### src/rtl/led_ctrl_pkg.sv
// Shared types and default rates for the LED bar position/blink controller.
package led_ctrl_pkg;

  typedef enum logic [1:0] {
    SOLID = 2'd0,
    SLOW  = 2'd1,
    FAST  = 2'd2,
    OFF   = 2'd3
  } blink_mode_t;

  localparam int DEF_N_LEDS    = 16;
  localparam int DEF_CLK_HZ    = 100_000_000;
  localparam int DEF_SLOW_HZ   = 1;
  localparam int DEF_FAST_HZ   = 2;
  localparam int DEF_SCROLL_HZ = 4;

  function automatic blink_mode_t next_mode(input blink_mode_t m);
    case (m)
      SOLID:   return SLOW;
      SLOW:    return FAST;
      FAST:    return OFF;
      default: return SOLID;
    endcase
  endfunction

endpackage

### src/rtl/led_pattern_ctrl_tick_gen.sv
// Prescaler counting 0..DIV-1 while enabled; one-cycle tick on terminal count.
// A clear in the same cycle suppresses the tick and restarts the count.
module tick_gen #(
  parameter int DIV = 1
) (
  input  logic clk,
  input  logic reset,
  input  logic en,
  input  logic clr,
  output logic tick
);

  localparam int CW = (DIV > 1) ? $clog2(DIV) : 1;
  localparam logic [CW-1:0] TC = CW'(DIV - 1);

  if (DIV < 1) begin : g_bad_div
    $error("tick_gen: DIV must be >= 1");
  end

  logic [CW-1:0] cnt;

  assign tick = en & ~clr & (cnt == TC);

  always_ff @(posedge clk or negedge reset) begin
    if (!reset) begin
      cnt <= '0;
    end else if (clr) begin
      cnt <= '0;
    end else if (en) begin
      cnt <= (cnt == TC) ? '0 : cnt + 1'b1;
    end
  end

endmodule

### src/rtl/led_pattern_ctrl.sv
// One-hot LED bar position controller with blink modes, auto-scroll and home.
//   state | meaning
//   SOLID | LED at pos steadily lit
//   SLOW  | LED at pos blinks at SLOW_HZ
//   FAST  | LED at pos blinks at FAST_HZ
//   OFF   | all LEDs dark, position still tracked
module led_pattern_ctrl
  import led_ctrl_pkg::*;
#(
  parameter int N_LEDS    = DEF_N_LEDS,
  parameter int CLK_HZ    = DEF_CLK_HZ,
  parameter int SLOW_HZ   = DEF_SLOW_HZ,
  parameter int FAST_HZ   = DEF_FAST_HZ,
  parameter int SCROLL_HZ = DEF_SCROLL_HZ
) (
  input  logic                      clk,
  input  logic                      reset,
  input  logic                      mode_pls,
  input  logic                      left_pls,
  input  logic                      right_pls,
  input  logic                      auto_pls,
  input  logic                      home_pls,
  output logic [N_LEDS-1:0]         led,
  output logic [$clog2(N_LEDS)-1:0] pos,
  output logic [1:0]                mode,
  output logic                      auto_on
);

  localparam int PW         = $clog2(N_LEDS);
  localparam int SLOW_DIV   = CLK_HZ / (2 * SLOW_HZ);
  localparam int FAST_DIV   = CLK_HZ / (2 * FAST_HZ);
  localparam int SCROLL_DIV = CLK_HZ / SCROLL_HZ;
  localparam logic [PW-1:0] LAST = PW'(N_LEDS - 1);

  if (N_LEDS < 2) begin : g_bad_n
    $error("led_pattern_ctrl: N_LEDS must be >= 2");
  end
  if (SLOW_DIV < 1 || FAST_DIV < 1 || SCROLL_DIV < 1) begin : g_bad_div
    $error("led_pattern_ctrl: a rate exceeds what CLK_HZ can divide down to");
  end

  blink_mode_t   mode_q;
  logic          phase_q;
  logic [PW-1:0] pos_q;
  logic          auto_q;

  logic          manual;
  logic          blink_clr;
  logic          scroll_clr;
  logic          slow_tick;
  logic          fast_tick;
  logic          scroll_tick;
  logic [PW-1:0] pos_inc;
  logic [PW-1:0] pos_dec;

  // Any pulse that restarts a prescaler also swallows a tick landing in the same cycle.
  assign manual     = left_pls | right_pls;
  assign blink_clr  = home_pls | mode_pls;
  assign scroll_clr = home_pls | auto_pls | manual;

  assign pos_inc = (pos_q == LAST) ? '0 : pos_q + 1'b1;
  assign pos_dec = (pos_q == '0) ? LAST : pos_q - 1'b1;

  tick_gen #(.DIV(SLOW_DIV)) u_slow_tick (
    .clk   (clk),
    .reset (reset),
    .en    (mode_q == SLOW),
    .clr   (blink_clr),
    .tick  (slow_tick)
  );

  tick_gen #(.DIV(FAST_DIV)) u_fast_tick (
    .clk   (clk),
    .reset (reset),
    .en    (mode_q == FAST),
    .clr   (blink_clr),
    .tick  (fast_tick)
  );

  tick_gen #(.DIV(SCROLL_DIV)) u_scroll_tick (
    .clk   (clk),
    .reset (reset),
    .en    (auto_q),
    .clr   (scroll_clr),
    .tick  (scroll_tick)
  );

  always_ff @(posedge clk or negedge reset) begin
    if (!reset) begin
      mode_q  <= SOLID;
      phase_q <= 1'b1;
      pos_q   <= '0;
      auto_q  <= 1'b0;
    end else if (home_pls) begin
      mode_q  <= SOLID;
      phase_q <= 1'b1;
      pos_q   <= '0;
      auto_q  <= 1'b0;
    end else begin
      if (mode_pls) begin
        mode_q  <= next_mode(mode_q);
        phase_q <= 1'b1;
      end else if (slow_tick | fast_tick) begin
        phase_q <= ~phase_q;
      end

      if (left_pls && !right_pls) begin
        pos_q <= pos_inc;
      end else if (right_pls && !left_pls) begin
        pos_q <= pos_dec;
      end else if (!manual && scroll_tick) begin
        pos_q <= pos_inc;
      end

      if (auto_pls) begin
        auto_q <= ~auto_q;
      end
    end
  end

  logic [N_LEDS-1:0] one_hot;
  assign one_hot = {{(N_LEDS-1){1'b0}}, 1'b1} << pos_q;

  assign led     = (mode_q == OFF) ? '0 : (one_hot & {N_LEDS{phase_q}});
  assign pos     = pos_q;
  assign mode    = mode_q;
  assign auto_on = auto_q;

endmodule

### config.mk
export PLATFORM = sky130hd
export DESIGN_NAME = led_pattern_ctrl
export DESIGN_NICKNAME = d
export VERILOG_FILES = /design/src/rtl/led_ctrl_pkg.sv /design/src/rtl/led_pattern_ctrl_tick_gen.sv /design/src/rtl/led_pattern_ctrl.sv
export SDC_FILE = /design/constraint.sdc
export NUM_CORES = 1
export LEC_CHECK = 0
export ABC_CLOCK_PERIOD_IN_PS = 3700
export BUFFER_PORTS_ARGS = -buffer_cell sky130_fd_sc_hd__buf_2
export CAP_MARGIN = 25
export CELL_PAD_IN_SITES_DETAIL_PLACEMENT = 0
export CELL_PAD_IN_SITES_GLOBAL_PLACEMENT = 1
export CORE_AREA = 5 5 107 109
export CTS_CLUSTER_SIZE = 16
export DETAILED_ROUTE_END_ITERATION = 10
export DIE_AREA = 0 0 112 114
export GPL_TIMING_DRIVEN = 0
export PLACE_DENSITY_LB_ADDON = 0.1
export SYNTH_ARGS = -nofsm -noshare
export SYNTH_HDL_FRONTEND = slang
export SYNTH_SLANG_ARGS = --single-unit
### constraint.sdc
create_clock -name clk -period 3.7 [get_ports clk]
set_input_delay 0.555 -clock clk [delete_from_list [all_inputs] [get_ports clk]]
set_output_delay 0.555 -clock clk [all_outputs]
set_load 0.02 [all_outputs]
==> summary.txt, run 1 <==
Yosys
  • Gate Count Post-Synth: 598
  • Synth Cell Area: about 5100 µm²
  • Asr flop ratio synth: 100%
  • Post-Synth Simple-Gate Area: 28.3%
  • Post-synth EDFFs: 0
  • Cell taking the most area after synthesis: dfrtp_1
  • Post-Syn Nets: 619
  • Main combinational cell family by area after synthesis: simple AND/OR/NAND/NOR gates
  • Post-synth top area share: about 41%
  • YS warnings: 0
  • Multiplexer area fraction after synthesis: approximately 1.2%
  • Top cells by area, synth: dfrtp_1, nor2_1, nand2_1
  • XOR/XNOR Fraction of Synth Area: under 10%
  • Post-Synth Adder-Cell Area: 3.44%
  • Post-synthesis cell type count: 57
  • Avg Inst Size Synth: 8.50 µm²
  • Flops & latches, synth: between 80 and 90
  • Top_reg_cell synth: dfrtp_1
  • Synthesized-area fraction occupied by ao, oa, aoi and oai cells: 18.6%
  • Sequential share of the synthesized area: 41.4%

STA
  • Layout Skew: 0.00881 ns
  • Setup repair after global routing missed its margin: no
  • Fin. Hold Viols: 0
  • FMAX: 0.410 GHz
  • Period minus WS final: 2.44 ns
  • Least-Margin Pin Slew: 0.805 ns
  • Final worst-path cycle share: 66.0%
  • Setup TNS: 0 ns
  • Final setup viols: 0
  • Pins Over Slew Limit: 0
  • Slew margin rel.: a little under half

Routing
  • WL/cell: 16.0 µm
  • DRT iter0 DRCs: between 300 and 400
  • Post-route DRC: 0
  • Vias per cell: between 5 and 6
  • First-pass iteration count of the detailed router: 5
  • DRT antenna net count: 0
  • DRT Wirelength: about 13000 µm
  • Vias: 4623

GRT
  • Vias in the first global route: 4406
  • First-pass GRT wire length: 21700 µm
  • GRT overflow: 0
  • Largest net degree at the start of global routing: 51
  • Initial antenna violation count: 0
  • Gr usage total: 20.8%

Die
  • Die height: 114 µm
  • Initial core utilization: 48.4%
  • I/O Pins: 30
  • Die ar.: 12800 µm²
  • Cell Rows: 38
  • Core area: 10500 µm²
  • Die Wd: 112 µm

Clocking
  • Clock root buffer: clkbuf_8
  • Htree depth: 3
  • TritonCTS clock tree: done
  • Setup bufs post-CTS: 0
  • Clock transition at the registers of the reported paths: 0.09 ns
  • CTS resizes: 0
  • Hold_buf cts: 0
  • Clk Latency, worst-skew pair: 0.38 ns
  • CTS max path bufs: 2
  • CTS buffer count: 9
  • CTS sink cnt: 84

Place
  • Post-DP Area: about 5400 µm²
  • Port bufs: 29
  • RePlAce Congestion: 0.859
  • Hpwl dp: 8690 µm

Power and ir drop
  • P_leak: 2.31 nW
  • Power per cell area: between 300 and 400 nW/µm²
  • Maximum vdd drop: 194 µV

Critical path
  • CP startpoint kind: input port
  • CP Max Fanout: 10
  • Class of the most critical setup path: in2reg
  • Critical path endpoint category: flop
  • WP data required: 3.99 ns
  • CP Data Arrival Time: 2.73 ns

Cells and area
  • Layout cells sized above 1: 10.6%
  • Ant diodes: 0
  • Core Util, Final: 53.6%
  • Commonest non-fill, non-tap cell in the layout: dfrtp_1
  • Fillers: 991
  • Synth-to-layout area growth: 10.9%
  • Final Cell Area: 5640 µm²
  • # nets final: between 600 and 700
  • Most frequent cells in the layout: dfrtp_1, nor2_1, nand2_1, a21oi_1, a31oi_1

Job
  • Max Cap Viol: 0

Worst hold path
  • Hold Crit Class: in2async

Run status
  • Status: completed
==> per-layer routing <==
layer	vias up	part of all wire (%)	track usage (%)
met5	-	0	0
met4	0	1.9	7.69
met3	19	2.5	2.81
met2	62	47	33.2
met1	2260	49	29.1
li1	2282	-	-
==> sequential cells by signal, summed over array words and instances, names as in the netlist <==
register and count:
u_slow_tick.cnt 26, phase_q 1, pos 4, mode 2, u_scroll_tick.cnt 25, u_fast_tick.cnt 25
auto_on 1
==> through the flow <==
step	hold slack (ns)	total power [mW]	instances	setup slack, ns
6_report	0.135	1.82	784	1.26
5_1_grt	0.163	1.90	784	0.952
4_1_cts	0.138	1.84	784	1.25
3_5_place_dp	0.479	1.15	768	0.886
3_3_place_gp	0.476	1.14	767	0.908
2_1_floorplan	0.259	1.07	598	1.63
==> final timing paths <==
| path | startpoint | endpoint | slack, ns | depth (start not counted) |
|---|---|---|---|---|
| worst max-delay path | home_pls | u_fast_tick.cnt[10] | 1.26 | 8 |
| worst min-delay path | reset | mode[0] | 0.13 | 1 |
| worst max register to register | u_fast_tick.cnt[0] | u_fast_tick.cnt[10] | 1.28 | 7 |
| worst min register to register | u_fast_tick.cnt[22] | u_fast_tick.cnt[22] | 0.49 | 1 |
| max in group asynchronous | reset | u_scroll_tick.cnt[1] | 2.96 | 2 |
| min in group clk | auto_pls | auto_on | 0.45 | 3 |
==> Yosys cell counts (all sizes together), types with 2 or more instances <==
cell    instances
nor2           69
inv            25
and4           11
nand4          31
nor2b           3
a22o            4
nor4b           2
a21oi          37
nand3          27
dfrtp          83
buf             8
nor3b           2
a41oi          10
or2             2
mux2i           4
a31oi          35
nand2b          8
xnor2          12
nor4            9
ha             14
a221o           3
o21a            4
nand3b          2
mux2            2
and2            6
clkbuf         19
o22ai           3
nand2          64
xor2            5
a21o            8
nor3           21
o21ai          24
a31o            4
a211oi          4
or4             2
or3             8
and3           12
==> worst max-delay path, stage by stage <==
cell	delay, ns
buf_2	0.13
clkbuf_1	0.23
nor2_1	0.49
nand2_1	0.14
a31oi_2	0.38
clkbuf_1	0.49
nand2_1	0.12
a31oi_1	0.19
==> kinds of logic (layout without fill, tap and decap cells) <==
| logic type | Yosys count | count (layout) |
|---|---|---|
| simple gates | 281 | 281 |
| compound gates | 144 | 144 |
| flops | 84 | 84 |
| buf+inv | 52 | 98 |
| xor+xnor | 17 | 17 |
| fa+ha+maj | 14 | 14 |
| mux | 6 | 6 |
==> layout make-up <==
| cell class | count | area, µm² | share of cell area, % |
|---|---|---|---|
| buffer | 27 | 115 | 2.04 |
| clock buffer | 11 | 151 | 2.69 |
| clock inverter | 5 | 50.0 | 0.888 |
| inverter | 25 | 93.8 | 1.66 |
| multi-input combinational | 462 | 2770 | 49.2 |
| sequential | 84 | 2100 | 37.3 |
| tap | 140 | 175 | 3.11 |
| timing repair buffer | 30 | 175 | 3.11 |
==> where the power goes <==
group / internal, mW / switching, mW
registers: 0.925 / 0.0152
logic: 0.0591 / 0.127
clock network: 0.344 / 0.348
total: 1.33 / 0.489
(Power assumes the default switching activity.)
==> run 2: changes to the inputs <==
ABC_AREA = 1   (was unset)
ABC_CLOCK_PERIOD_IN_PS = 2080   (was 3700)
CORE_AREA = 5 5 125 127   (was 5 5 107 109)
DIE_AREA = 0 0 130 132   (was 0 0 112 114)
clock period = 2.08 ns   (was 3.7 ns; I/O delays follow)
==> summary.txt, run 2 <==
Run status
  • Status: completed

STA
  • Final setup viols: 0 (unchanged)
  • FMAX: 0.513 GHz
  • Period minus WS final: 1.95 ns
  • Slew margin rel.: 64.9% (+19 points)
  • Layout Skew: 0.00652 ns (-0.00229 ns)
  • Final hold slack: 0.205 ns (+0.0706 ns)
  • Fin worst setup slack: 0.130 ns (-1.13 ns)
  • Final worst-path cycle share: approximately 94%
  • Setup TNS: 0 ns (unchanged)
  • Fin. Hold Viols: 0 (unchanged)
  • Least-Margin Pin Slew: 0.523 ns (-0.283 ns)
  • Pins Over Slew Limit: 0 (unchanged)
  • Setup repair after global routing missed its margin: yes

Cells and area
  • Most frequent cells in the layout: nand2_1, nor2_1, inv_1, dfrtp_1, nand3_1
  • # nets final: 887 (+34%)
  • Largest register FFs: 26 (unchanged)
  • Ant diodes: 0 (unchanged)
  • Fillers: 1530 (+54%)
  • Layout cells sized above 1: 12.1% (+1.5 points)
  • Post-route insts no fill: 1054 (+34%)
  • Commonest non-fill, non-tap cell in the layout: nand2_1
  • Final Cell Area: 6450 µm² (+14%)
  • Synth-to-layout area growth: 12.6%
  • Core Util, Final: 45.1% (-8.6 points)
  • Reg with most FFs: u_slow_tick.cnt
  • Top flop regs: u_slow_tick.cnt: 26 flops, u_fast_tick.cnt: 25 flops, u_scroll_tick.cnt: 25 flops

GRT
  • GRT overflow: 0 (unchanged)
  • Initial antenna violation count: 0 (unchanged)
  • Largest net degree at the start of global routing: 55 (+7.8%)
  • First-pass GRT wire length: 24700 µm (+14%)
  • Gr usage total: 17.7% (-3.1 points)
  • Vias in the first global route: 4987 (+13%)

Critical path
  • WP data required: 1.77 ns (-2.22 ns)
  • CP Max Fanout: 8 (-2)
  • CP startpoint kind: flop
  • CP Data Arrival Time: 1.64 ns (-1.09 ns)
  • Critical path endpoint category: primary output
  • Class of the most critical setup path: reg2out

Clocking
  • CTS sink cnt: 84 (unchanged)
  • Clock transition at the registers of the reported paths: 0.06 ns (-0.03 ns)
  • Htree depth: 3 (unchanged)
  • Setup bufs post-CTS: 0 (unchanged)
  • CTS max path bufs: 2 (unchanged)
  • CTS resizes: 0 (unchanged)
  • Clk Latency, worst-skew pair: 0.35 ns (-0.03 ns)
  • Clock root buffer: clkbuf_16
  • TritonCTS clock tree: done
  • CTS buffer count: 9 (unchanged)

Place
  • Post-DP Area: 6140 µm² (+13%)
  • Hpwl dp: 10900 µm (+26%)
  • RePlAce Congestion: 0.865 (+0.70%)
  • Place WS: 0.134 ns (-0.751 ns)
  • Port bufs: 29 (unchanged)
  • Placed Cells: 1038 (+35%)

Routing
  • Post-route DRC: 0 (unchanged)
  • First-pass iteration count of the detailed router: 5 (unchanged)
  • DRT antenna net count: 0 (unchanged)
  • DRT iter0 DRCs: 343 (+12%)
  • WL/cell: 13.8 µm (-14%)
  • DRT Wirelength: 14500 µm (+16%)
  • Vias per cell: 5.00 (-15%)
  • Vias: 5275 (+14%)

Die
  • Die height: 132 µm (+16%)
  • Initial core utilization: 40.0% (-8.3 points)
  • I/O Pins: 30 (unchanged)
  • Die ar.: 17200 µm² (+34%)
  • Core area: 14300 µm² (+36%)
  • Die Wd: 130 µm (+16%)
  • Cell Rows: 44 (+16%)

Power and ir drop
  • Power Internal: 2.87 mW (+120%)
  • Power per cell area: 614 nW/µm² (+90%)
  • P_leak: 2.81 nW (+22%)
  • Clock power frac: 43.5% (+5.4 points)
  • Switch Pwr: 1.09 mW (+120%)
  • Sequential power share: 43.1% (-8.6 points)
  • Total power: 3.96 mW (+120%)
  • Combinational Power Share: 13.4% (+3.2 points)
  • Sw Share: 27.5% (+0.54 points)
  • Maximum vdd drop: 331 µV (+71%)

Yosys
  • Post-Synth Adder-Cell Area: 3.06% (-0.39 points)
  • XOR/XNOR Fraction of Synth Area: 5.04% (+2.1 points)
  • Post-Synth Simple-Gate Area: 39.6% (+11 points)
  • Top_reg_cell synth: dfrtp_1
  • Gate Count Post-Synth: 824 (+38%)
  • Most frequent cells after synthesis: nand2_1, nor2_1, inv_1
  • Post-Syn Nets: 845 (+37%)
  • Most common cell in the netlist: nand2_1
  • Post-synth EDFFs: 0 (unchanged)
  • Synth Cell Area: 5730 µm² (+13%)
  • Sequential share of the synthesized area: 36.7% (-4.7 points)
  • Avg Inst Size Synth: 6.96 µm² (-18%)
  • Cell taking the most area after synthesis: dfrtp_1
  • Synthesized-area fraction occupied by ao, oa, aoi and oai cells: 7.75% (-11 points)
  • Post-synth top area share: 36.2% (-4.6 points)
  • Main combinational cell family by area after synthesis: simple AND/OR/NAND/NOR gates
  • YS warnings: 0 (unchanged)
  • Top cells by area, synth: dfrtp_1, nand2_1, nor2_1
  • Flops & latches, synth: 84 (unchanged)
  • Asr flop ratio synth: 100% (unchanged)
  • Post-synthesis cell type count: 37 (-35%)
  • Multiplexer area fraction after synthesis: 0% (-1.2 points)

Worst hold path
  • Hold Crit Class: in2reg

Job
  • Max Cap Viol: 0 (unchanged)
==> run 2: changes by cell type in the layout (fill, tap and decap cells not counted), sizes merged, moves of 12 or more <==
cell and change:
a21oi -25, a31oi -33, and3 -12, clkbuf -20, inv +72, nand2 +189
nand3 +53, nand4 -12, nor2 +67, o22ai +13, xor2 +21
==> run 2: layout make-up <==
class	instances	area, µm²	area share [%]
inverters	97	364	5.64
plain buffers	12	88.8	1.38
clock buffers	10	229	3.55
repair buffers	31	185	2.87
multi-input cells	631	3180	49.2
flip-flops and latches	84	2100	32.6
well taps	184	230	3.57
clock inverters	5	77.6	1.20
==> run 2: power groups by stage <==
stage	combinational, mW	clock (mW)	sequential [mW]
floorplan	0.322	0	1.76
global placement	0.525	0	1.74
detailed placement	0.536	0	1.74
CTS	0.541	1.79	1.71
global route	0.601	1.84	1.72
finish	0.529	1.72	1.71
==> run 2: cells by family after synthesis <==
group,Yosys count
AND/OR/NAND/NOR,514
buffers and inverters,109
flip-flops,84
AO/OA/AOI/OAI,70
XOR/XNOR,33
adder cells (fa/ha/maj),14
==> run 2: repair_timing <==
| item | 4_1_cts | 5_1_grt |
|---|---|---|
| endpoints found under the setup margin | 0 | 2 |
| hold buffers | 1 | 0 |
| hold endpoints to repair | 29 | 0 |
==> run 2: path summary, 6_finish.rpt <==
check	start	to	slack (ns)	cells after the start
min reg2reg	u_slow_tick.cnt[25]	u_slow_tick.cnt[25]	0.52	2
max reg2reg	u_fast_tick.cnt[0]	u_fast_tick.cnt[4]	0.16	9
max	mode[0]	led[12]	0.13	5
max in group asynchronous	reset	u_slow_tick.cnt[15]	1.00	3
min in group asynchronous	reset	u_scroll_tick.cnt[17]	0.45	2
min	home_pls	auto_on	0.21	2
==> run 2: worst max-delay path, stage by stage (launching register included) <==
cell and delay (ns):
dfrtp_1 0.42, ha_1 0.21, inv_1 0.07, nand3_1 0.24, nor2_1 0.17, buf_2 0.18
==> run 2: metal layers <==
layer / track usage (%) / wire (µm) / vias to the layer above
li1: - / - / 2727
met5: 0 / 0 / -
met4: 6.24 / 259 / 0
met3: 2.31 / 321 / 18
met2: 26.6 / 6500 / 68
met1: 26.0 / 7430 / 2462
==> run 3: changes to the inputs <==
CORE_AREA = 2 2 122 124   (was 5 5 125 127)
DIE_AREA = 0 0 124 126   (was 0 0 130 132)
==> summary.txt, run 3 (synthesis results as in run 2) <==
Run status
  • Status: completed

STA
  • Setup repair after global routing missed its margin: no
  • Final setup viols: 0 (unchanged)
  • Layout Skew: 0.00756 ns (+0.00104 ns)
  • Slew margin rel.: 66.9% (+2.0 points)
  • Final hold slack: 0.211 ns (+0.00588 ns)
  • FMAX: 0.511 GHz (-0.41%)
  • Least-Margin Pin Slew: 0.497 ns (-0.0254 ns)
  • Pins Over Slew Limit: 0 (unchanged)
  • Final worst-path cycle share: 94.1% (+0.39 points)
  • Setup TNS: 0 ns (unchanged)
  • Period minus WS final: 1.96 ns (+0.00803 ns)
  • Fin. Hold Viols: 0 (unchanged)

Die
  • Die height: 126 µm (-4.5%)
  • Core area: 14300 µm² (unchanged)
  • Die ar.: 15600 µm² (-9.0%)
  • I/O Pins: 30 (unchanged)
  • Initial core utilization: 40.0% (unchanged)
  • Die Wd: 124 µm (-4.6%)
  • Cell Rows: 44 (unchanged)

Cells and area
  • Final Cell Area: 6460 µm² (about the same)
  • Most frequent cells in the layout: nand2_1, nor2_1, inv_1, dfrtp_1, nand3_1
  • Largest register FFs: 26 (unchanged)
  • Fillers: 1501 (-1.9%)
  • Ant diodes: 0 (unchanged)
  • Layout cells sized above 1: 12.2% (+0.11 points)
  • Top flop regs: u_slow_tick.cnt: 26 flops, u_fast_tick.cnt: 25 flops, u_scroll_tick.cnt: 25 flops
  • # nets final: 887 (unchanged)
  • Commonest non-fill, non-tap cell in the layout: nand2_1
  • Synth-to-layout area growth: 12.7% (about the same)
  • Sequential Area: 2100 µm² (unchanged)
  • Reg with most FFs: u_slow_tick.cnt
  • Multi-input gate area: 3180 µm² (+0.16%)
  • Post-route insts no fill: 1054 (unchanged)

GRT
  • Initial antenna violation count: 0 (unchanged)
  • Largest net degree at the start of global routing: 53 (-3.6%)
  • GRT overflow: 0 (unchanged)
  • Vias in the first global route: 4965 (-0.44%)
  • Gr usage total: 19.5% (+1.8 points)
  • First-pass GRT wire length: 24100 µm (-2.2%)

Clocking
  • Clock root buffer: clkbuf_16
  • Clock transition at the registers of the reported paths: 0.06 ns (about the same)
  • CTS sink cnt: 84 (unchanged)
  • Clk Latency, worst-skew pair: 0.34 ns (about the same)
  • Htree depth: 3 (unchanged)
  • TritonCTS clock tree: done
  • CTS buffer count: 9 (unchanged)
  • Setup bufs post-CTS: 0 (unchanged)
  • CTS max path bufs: 2 (unchanged)

Place
  • Placed Cells: 1038 (unchanged)
  • Port bufs: 29 (unchanged)
  • Post-DP Area: 6140 µm² (unchanged)
  • Hpwl dp: 10700 µm (-1.8%)
  • RePlAce Congestion: 0.854 (-1.3%)

Critical path
  • Critical path endpoint category: primary output
  • WP data required: 1.77 ns (about the same)
  • CP startpoint kind: flop
  • Class of the most critical setup path: reg2out
  • CP Data Arrival Time: 1.65 ns (about the same)
  • CP Max Fanout: 8 (unchanged)

Routing
  • Vias: 5296 (+0.40%)
  • DRT Wirelength: 14400 µm (-1.0%)
  • WL/cell: 13.6 µm (-1.0%)
  • First-pass iteration count of the detailed router: 5 (unchanged)
  • DRT antenna net count: 0 (unchanged)
  • Post-route DRC: 0 (unchanged)
  • DRT iter0 DRCs: 362 (+5.5%)
  • Vias per cell: 5.02 (+0.40%)

Power and ir drop
  • Sw Share: 27.5% (about the same)
  • Combinational Power Share: 13.4% (about the same)
  • Maximum vdd drop: 380 µV (+15%)
  • P_leak: 2.82 nW (about the same)
  • Power Internal: 2.87 mW (about the same)
  • Sequential power share: 43.1% (about the same)
  • Switch Pwr: 1.09 mW (about the same)
  • Total power: 3.96 mW (about the same)
  • Power per cell area: 614 nW/µm² (about the same)
  • Clock power frac: 43.5% (about the same)

Job
  • Max Cap Viol: 0 (unchanged)

Worst hold path
  • Hold Crit Class: in2reg
-- run 3: what timing repair did --
item / in CTS / in global routing
endpoints found under the hold margin: 31 / 0
hold buffers: 1 / 0
setup endpoints to repair: 0 / 2
resized for setup: 0 / 1
-- run 3: power by group through the flow --
stage          sequential, mW  clock [mW]  combinational (mW)
2_1_floorplan            1.76           0               0.322
3_3_place_gp             1.74           0               0.523
3_5_place_dp             1.74           0               0.536
4_1_cts                  1.71        1.77               0.541
5_1_grt                  1.72        1.85               0.600
6_report                 1.71        1.72               0.531
-- run 3: path summary, 6_finish.rpt --
path | startpoint | to | slack, ns | cells after the start
max | mode[0] | led[2] | 0.12 | 5
min | home_pls | auto_on | 0.21 | 2
max reg2reg | u_fast_tick.cnt[0] | u_fast_tick.cnt[3] | 0.14 | 9
min reg2reg | u_slow_tick.cnt[25] | u_slow_tick.cnt[25] | 0.52 | 2
max in group asynchronous | reset | u_slow_tick.cnt[16] | 0.97 | 3
min in group asynchronous | reset | u_scroll_tick.cnt[17] | 0.48 | 2
-- run 3: stage by stage --
step	util (%)	setup slack (ns)
final	45.1	0.122
after global routing	45.1	0.00495
after CTS	45.1	0.106
after detailed placement	42.9	0.125
after global placement	42.7	-0.178
after floorplan	-	0.498
-- run 3: area by class of cell --
type                    count  share of cell area [%]
multi-input cells         631                    49.2
plain buffers              12                    1.38
inverters                  97                    5.64
well taps                 184                    3.56
flip-flops and latches     84                    32.6
repair buffers             31                    2.87
clock inverters             5                    1.20
clock buffers              10                    3.55
-- run 3: worst max-delay path, cell delays in order, from the launching register on --
cell and delay (ns):
dfrtp_1 0.42, ha_1 0.22, inv_1 0.08, nand3_1 0.23
nor2_1 0.17, buf_2 0.18
-- run 3: metal layers --
metal | GRT usage [%] | routed length, µm
met1 | 27.9 | 7310
met2 | 30.0 | 6380
met3 | 2.99 | 431
met4 | 6.61 | 240
met5 | 0 | 0
